`src/rtl/bit_stream_serializer.sv`:
```
// bit_stream_serializer
//   Accepts parallel words over a valid/ready handshake and buffers them in
//   a small power-of-two FIFO. A shifter then emits them one bit per enabled
//   clock. Consecutive words stream with no idle gap.
//
// Ports
//   clk        : clock, rising edge
//   reset      : asynchronous, active-high
//   flush      : synchronous clear of FIFO and shifter (highest priority)
//   s_data     : word to serialize
//   s_valid    : s_data is valid
//   s_ready    : FIFO can accept a word
//   enable     : bit-rate strobe; shifter advances only when high
//   bit_out    : serial data (registered)
//   bit_valid  : bit_out carries payload this cycle (registered)
//   busy       : shifter active or FIFO non-empty
//   fifo_level : number of words held in the FIFO
module bit_stream_serializer #(
    parameter int unsigned DATA_W     = 8,
    parameter int unsigned FIFO_DEPTH = 4,
    parameter bit          MSB_FIRST  = 1'b1,
    parameter bit          IDLE_BIT   = 1'b0
) (
    input  logic                          clk,
    input  logic                          reset,
    input  logic                          flush,
    input  logic [DATA_W-1:0]             s_data,
    input  logic                          s_valid,
    output logic                          s_ready,
    input  logic                          enable,
    output logic                          bit_out,
    output logic                          bit_valid,
    output logic                          busy,
    output logic [$clog2(FIFO_DEPTH):0]   fifo_level
);

    localparam int unsigned AW = $clog2(FIFO_DEPTH);
    localparam int unsigned LW = AW + 1;
    localparam int unsigned CW = $clog2(DATA_W);
    localparam logic [LW-1:0] DEPTH_L  = LW'(FIFO_DEPTH);
    localparam logic [CW-1:0] LAST_CNT = CW'(DATA_W - 1);

    typedef enum logic {
        S_IDLE,
        S_SHIFT
    } state_t;

    // FIFO storage and pointers
    logic [DATA_W-1:0] mem_q [FIFO_DEPTH];
    logic [AW-1:0]     wr_ptr_q, wr_ptr_d;
    logic [AW-1:0]     rd_ptr_q, rd_ptr_d;
    logic [LW-1:0]     level_q,  level_d;

    // Shifter
    state_t            state_q, state_d;
    logic [DATA_W-1:0] sr_q, sr_d;
    logic [CW-1:0]     cnt_q, cnt_d;
    logic              bit_out_q, bit_out_d;
    logic              bit_valid_q, bit_valid_d;

    logic              push;
    logic              pop;
    logic              load;
    logic              fifo_nonempty;
    logic [DATA_W-1:0] head;

    assign s_ready       = (level_q < DEPTH_L) && !flush && !reset;
    assign push          = s_valid && s_ready;
    assign fifo_nonempty = (level_q != '0);
    assign head          = mem_q[rd_ptr_q];

    assign bit_out    = bit_out_q;
    assign bit_valid  = bit_valid_q;
    assign fifo_level = level_q;
    assign busy       = (state_q == S_SHIFT) || fifo_nonempty;

    // FIFO pointer/level next-state
    always_comb begin
        wr_ptr_d = wr_ptr_q;
        rd_ptr_d = rd_ptr_q;
        level_d  = level_q;
        if (flush) begin
            wr_ptr_d = '0;
            rd_ptr_d = '0;
            level_d  = '0;
        end else begin
            if (push) wr_ptr_d = wr_ptr_q + AW'(1);
            if (pop)  rd_ptr_d = rd_ptr_q + AW'(1);
            case ({push, pop})
                2'b10:   level_d = level_q + LW'(1);
                2'b01:   level_d = level_q - LW'(1);
                default: level_d = level_q;
            endcase
        end
    end

    // Shifter next-state. A load (pop + first bit) happens from IDLE or when
    // the last bit of the current word is on the output, which keeps
    // back-to-back words gapless.
    always_comb begin
        state_d     = state_q;
        sr_d        = sr_q;
        cnt_d       = cnt_q;
        bit_out_d   = bit_out_q;
        bit_valid_d = 1'b0;
        pop         = 1'b0;
        load        = 1'b0;
        if (flush) begin
            state_d   = S_IDLE;
            bit_out_d = IDLE_BIT;
        end else if (enable) begin
            case (state_q)
                S_IDLE: begin
                    if (fifo_nonempty) load = 1'b1;
                    else               bit_out_d = IDLE_BIT;
                end
                S_SHIFT: begin
                    if (cnt_q != '0) begin
                        bit_out_d   = MSB_FIRST ? sr_q[DATA_W-1] : sr_q[0];
                        sr_d        = MSB_FIRST ? (sr_q << 1) : (sr_q >> 1);
                        cnt_d       = cnt_q - CW'(1);
                        bit_valid_d = 1'b1;
                    end else if (fifo_nonempty) begin
                        load = 1'b1;
                    end else begin
                        bit_out_d = IDLE_BIT;
                        state_d   = S_IDLE;
                    end
                end
                default: state_d = S_IDLE;
            endcase
            if (load) begin
                pop         = 1'b1;
                state_d     = S_SHIFT;
                bit_valid_d = 1'b1;
                cnt_d       = LAST_CNT;
                bit_out_d   = MSB_FIRST ? head[DATA_W-1] : head[0];
                sr_d        = MSB_FIRST ? (head << 1) : (head >> 1);
            end
        end
    end

    always_ff @(posedge clk or posedge reset) begin
        if (reset) begin
            wr_ptr_q    <= '0;
            rd_ptr_q    <= '0;
            level_q     <= '0;
            state_q     <= S_IDLE;
            sr_q        <= '0;
            cnt_q       <= '0;
            bit_out_q   <= IDLE_BIT;
            bit_valid_q <= 1'b0;
        end else begin
            wr_ptr_q    <= wr_ptr_d;
            rd_ptr_q    <= rd_ptr_d;
            level_q     <= level_d;
            state_q     <= state_d;
            sr_q        <= sr_d;
            cnt_q       <= cnt_d;
            bit_out_q   <= bit_out_d;
            bit_valid_q <= bit_valid_d;
        end
    end

    // Storage needs no reset: entries are only read when level says so.
    always_ff @(posedge clk) begin
        if (push) mem_q[wr_ptr_q] <= s_data;
    end

endmodule

```
`config.mk`:
```
export PLATFORM = sky130hd
export DESIGN_NAME = bit_stream_serializer
export DESIGN_NICKNAME = d
export VERILOG_FILES = /design/src/rtl/bit_stream_serializer.sv
export SDC_FILE = /design/constraint.sdc
export NUM_CORES = 1
export LEC_CHECK = 0
export CAP_MARGIN = 20
export CORE_ASPECT_RATIO = 0.5
export CORE_MARGIN = 1
export CORE_UTILIZATION = 25
export CTS_BUF_LIST = sky130_fd_sc_hd__clkbuf_8
export CTS_CLUSTER_DIAMETER = 150
export CTS_CLUSTER_SIZE = 8
export DETAILED_ROUTE_END_ITERATION = 8
export PLACE_DENSITY_LB_ADDON = 0.25
export SETUP_SLACK_MARGIN = 0.15
export SLEW_MARGIN = 20
export SYNTH_ARGS = -nofsm -noshare
export SYNTH_HDL_FRONTEND = slang
export SYNTH_SLANG_ARGS = --single-unit
```
`constraint.sdc`:
```
create_clock -name clk -period 3.33 [get_ports clk]
set_input_delay 0.333 -clock clk [delete_from_list [all_inputs] [get_ports clk]]
set_output_delay 0.333 -clock clk [all_outputs]
set_load 0.1 [all_outputs]
```
# Word level (Yosys, flattened, before mapping)

Memories as Yosys holds them, arrays and structs flattened.
Cells that the tools add are included.

Output and inout port bits: 7
Flip-flop bits (word level): 21
Input port bits: 13
RAM bits: 32
Word-level logic and storage cells: 72
Memories kept: 1

Reductions and logical operators: 15
Order comparisons: 1
Eq/ne operators: 2
Multiplexer cells: 38
Bitwise operators: 2
Add/subtract/negate cells: 5

Memories:

| name  | words | bits a word | read ports | clocked after memory_dff | wr ports | RTL line | RTL |
|---|---|---|---|---|---|---|---|
| mem_q | 4     | 8           | 1          | 0                        | 1        | 49       | `logic [DATA_W-1:0] mem_q [FIFO_DEPTH];` |

Operators with widths:

| operator            | count |
|---|---|
| $mux 1              | 24 |
| $mux 8              | 3 |
| $mux 3              | 4 |
| $reduce_bool 2->1   | 5 |
| $reduce_bool 3->1   | 3 |
| $mux 2              | 4 |
| $pmux 3 s2          | 1 |
| $sub 3x1->3 const B | 2 |
| $add 2x1->2 const B | 2 |
| $pmux 1 s2          | 2 |
| $reduce_and 4->1    | 1 |
| $add 3x1->3 const B | 1 |
| $logic_and 1x1->1   | 3 |
| $lt 3x3->1 const B  | 1 |
| $eq 2x1->1 const B  | 1 |
| $eq 2x2->1 const B  | 1 |
| $logic_not 1->1     | 2 |
| $not 1->1           | 2 |
| $logic_or 1x1->1    | 1 |

# Longest topological paths before layout

Word-level depth: 12
Mapped depth: 10
Mapped depth without buffers: 10

# Worst setup path after synthesis

OpenSTA, ideal clock, no wires.

Kind: reg2out
Start point: reg level_q[2], in the netlist fifo_level[2]
End point: out s_ready
Cell stages (with the launch flop): 3
Path slack: -0.125 ns
Required time: 2.997 ns
Arrival time: 3.122 ns
Path buffers: 1
Cell sequence: dfrtp_1 -> buf_2 -> nor3_1

Word-level cells in the longest chain between the ends: 3

Ends and longest elaborated chain:

| what                           | RTL line | RTL |
|---|---|---|
| start, declared                | 52       | `logic [LW-1:0] level_q, level_d;` |
| start signal, assigned         | 156      | `level_q <= level_d;` |
| $lt 3x3->1                     | 67       | `assign s_ready = (level_q < DEPTH_L) && !flush && !reset;` |
| $logic_and 1x1->1 (2 in a row) | 67       |  |
| end, declared                  | 29       | `output logic s_ready,` |

No other way between the ends.

# Worst setup path after layout

Start point: reg level_q[2], in the netlist fifo_level[2]
End point: out busy

Word-level cells in the longest chain between the ends: 2

Ends and longest elaborated chain:

| what              | RTL line | RTL |
|---|---|---|
| $reduce_bool 3->1 | 69       | `assign fifo_nonempty = (level_q != '0);` |
| $logic_or 1x1->1  | 75       | `assign busy = (state_q == S_SHIFT) \|\| fifo_nonempty;` |
| end, declared     | 33       | `output logic busy,` |

No other way between the ends.

==> impl_metrics.csv <==
group,metric,value,unit
run_status,status,"finished, final reports clean",
synth,ys_ff_latch,52,
power,ir_drop,0.218,mV
power,powerDensity,727,nW/µm²
synth,ys.flop_type,"edfxtp_1",
layout,num_antenna_cells,0,
power,power.internal,1.20,mW
worst_setup_path,cp.required,3000,ps
clocking,cts_setup_buffers,0,
global_routing,antenna_found_initial,0,
placed_design,post-place-cells,284,
layout,area_growth,19.0,%
synth,yosysSeqAreaShare,64.3,%
worst_hold_path,hold_path.class,"register to register",
synth,async_flop_share,38.5,%
placed_design,place_hpwl,2970,µm
power,swShare,38.7,%
sta,tightest_slew,981,ps
clocking,cts_tree,"built",
worst_setup_path,rr_worst_depth,10,
detailed_routing,drc,0,
power,totalPowerFinal,1.96,mW
detailed_routing,avgRoutedWirePerCell,14.6,µm
floorplanning,io_pins,20,
synth,yosys.area.top_type_share,42.3,%
layout,fin_area,2700,µm²
power,p_leak,0.983,nW
sta,fin_skew,7.91,ps
floorplanning,dieWidth,137,µm
layout,layout-drive-gt1-share,14.9,%
global_routing,gr-total-overflow,0,
worst_setup_path,crit_path_start_kind,"register",
synth,synth-edff-count,32,
detailed_routing,drt.antenna.violating_nets,0,
synth,synth_most_common_cell,"edfxtp_1",
sta,layout_min_cycle_time,2670,ps
synth,yosys_warnings,0,
clocking,cts_resized,0,
worst_setup_path,worstSetupEndpointType,"output port",
clocking,clk_path_buf_depth,2,
placed_design,port_buffers,19,
clocking,htreeDepth,2,
placed_design,globalplace.congestion,0.743,
job,cap_violations,0,
worst_hold_path,holdPathStages,1,
sta,rsz0062_at_grt,"false",
sta,clock.fmax,374,MHz
synth,syn_nets,171,
worst_setup_path,cp_data_arrival_time,2340,ps
clocking,cts.clk_slew.worst_paths,100,ps
detailed_routing,vias,1303,
floorplanning,initial_core_util,25.9,%
synth,synth_top_area_cell,"edfxtp_1",
floorplanning,std_cell_rows,24,
floorplanning,die-area,9500,µm²
detailed_routing,first_pass_iters,4,
synth,syn_area,2270,µm²
clocking,insertion_delay,310,ps
floorplanning,fp.dieH,69.4,µm
detailed_routing,drt_iter0_drc,45,
clocking,cts_hold_buf,0,
clocking,clock-sinks,52,
global_routing,globalRouteTotalUtil,9.91,%
power,seq_power_share,44.6,%
clocking,numCtsBuffers,5,
clocking,root_buffer,"clkbuf_8",
detailed_routing,vias_per_cell,4.46,
sta,period_share,80.3,%
floorplanning,core_area,8770,µm²
sta,max_slew_margin,34.4,%
synth,synth_area_leaders,"edfxtp_1 (42%), dfrtp_1 (22%), mux4_2 (7.9%)",
synth,syn_area_per_cell,15.0,µm²
detailed_routing,routed_wirelength,4260,µm
worst_setup_path,worstSetupPathType,"register to output port",
synth,synth_common_cells,"edfxtp_1 (32), dfrtp_1 (20)",
power,clkPwrFrac,19.1,%
synth,synthDistinctLibCells,36,
sta,setup_violations,0,
sta,maxSlewViolCount,0,
global_routing,grt_max_degree,21,
placed_design,place_area,2610,µm²
power,comb_power_share,36.2,%
sta,hold_viol,0,
layout,nets,194,
sta,hold_slack,500,ps
synth,syn-instance-count,151,
power,switchingPower,761,µW
sta,tns,0,ps
global_routing,grt_pass1_vias,1316,
global_routing,grt_pass1_wl,6900,µm
layout,instances_no_fill,292,
worst_setup_path,worstPathMaxFanout,8,
==> sequential cells by signal, indices dropped and copies added (netlist names) <==
| register | count |
|---|---|
| sr_q | 7 |
| mem_q | 32 |
| rd_ptr_q | 2 |
| fifo_level | 3 |
| state_q | 1 |
| wr_ptr_q | 2 |
| cnt_q | 3 |
| bit_out | 1 |
| bit_valid | 1 |
==> cell type report <==
| class | count | area, µm² |
|---|---|---|
| fill | 879 | 6060 |
| sequential | 52 | 1460 |
| multi-input combinational | 84 | 756 |
| timing repair buffer | 22 | 210 |
| tap | 117 | 146 |
| clock buffer | 5 | 68.8 |
| inverter | 9 | 33.8 |
| clock inverter | 3 | 27.5 |
==> worst max-delay path: stages, from the launching register on <==
cell             delay [ps]
dfrtp_1                 500
nor3_1                  420
nand2_1                 120
clkdlybuf4s50_1         990
==> metrics by stage <==
step	setup WS, ps	util, %
2_1_floorplan	704	-
3_3_place_gp	810	29.7
3_5_place_dp	743	29.7
4_1_cts	645	30.8
5_1_grt	589	30.8
6_report	657	30.8
==> path summary, 6_finish.rpt <==
path	slack, ps	startpoint	end
worst max-delay path	660	fifo_level[2]	busy
worst min-delay path	500	cnt_q[0]	cnt_q[0]
worst max register to register	1120	cnt_q[0]	fifo_level[1]
worst min register to register	500	cnt_q[0]	cnt_q[0]
max in group asynchronous	2220	reset	sr_q[3]
min in group asynchronous	610	reset	fifo_level[2]
==> power by group through the flow <==
stage / combinational, mW / sequential, mW / clock [mW]
3_3_place_gp: 0.709 / 0.894 / 0
5_1_grt: 0.763 / 0.894 / 0.416
3_5_place_dp: 0.713 / 0.892 / 0
6_report: 0.712 / 0.876 / 0.376
4_1_cts: 0.714 / 0.880 / 0.390
2_1_floorplan: 0.464 / 0.965 / 0
==> kinds of logic after synthesis <==
family | after synthesis | share of synthesized area (%)
AOI/OAI and AO/OA | 30 | 9.91
xor gates and xnor gates | 3 | 1.76
adders and majority gates | 7 | 4.18
buffers and inverters | 15 | 2.64
DFF | 52 | 64.3
muxes | 9 | 8.37
and+or+nand+nor | 35 | 8.81
==> per-layer routing <==
metal | GRT usage, % | part of all wire, % | vias up
met5 | 0 | 0 | -
met4 | 4.40 | 1.7 | 0
met3 | 2.41 | 2.2 | 7
met2 | 14.4 | 45 | 17
met1 | 14.0 | 51 | 664
li1 | - | - | 615
==> placed cells by master, fill, tap and decap left out, drive strengths merged, types with 3 or more instances in the layout <==
master         count
nor2               8
clkdlybuf4s50     18
clkbuf             5
mux4               8
o21ai              7
buf                4
ha                 6
inv               10
edfxtp            32
nand2              7
a2bb2oi            8
nor3               3
o22ai              7
dfrtp             20
and2               4
(Power assumes the default switching activity.)
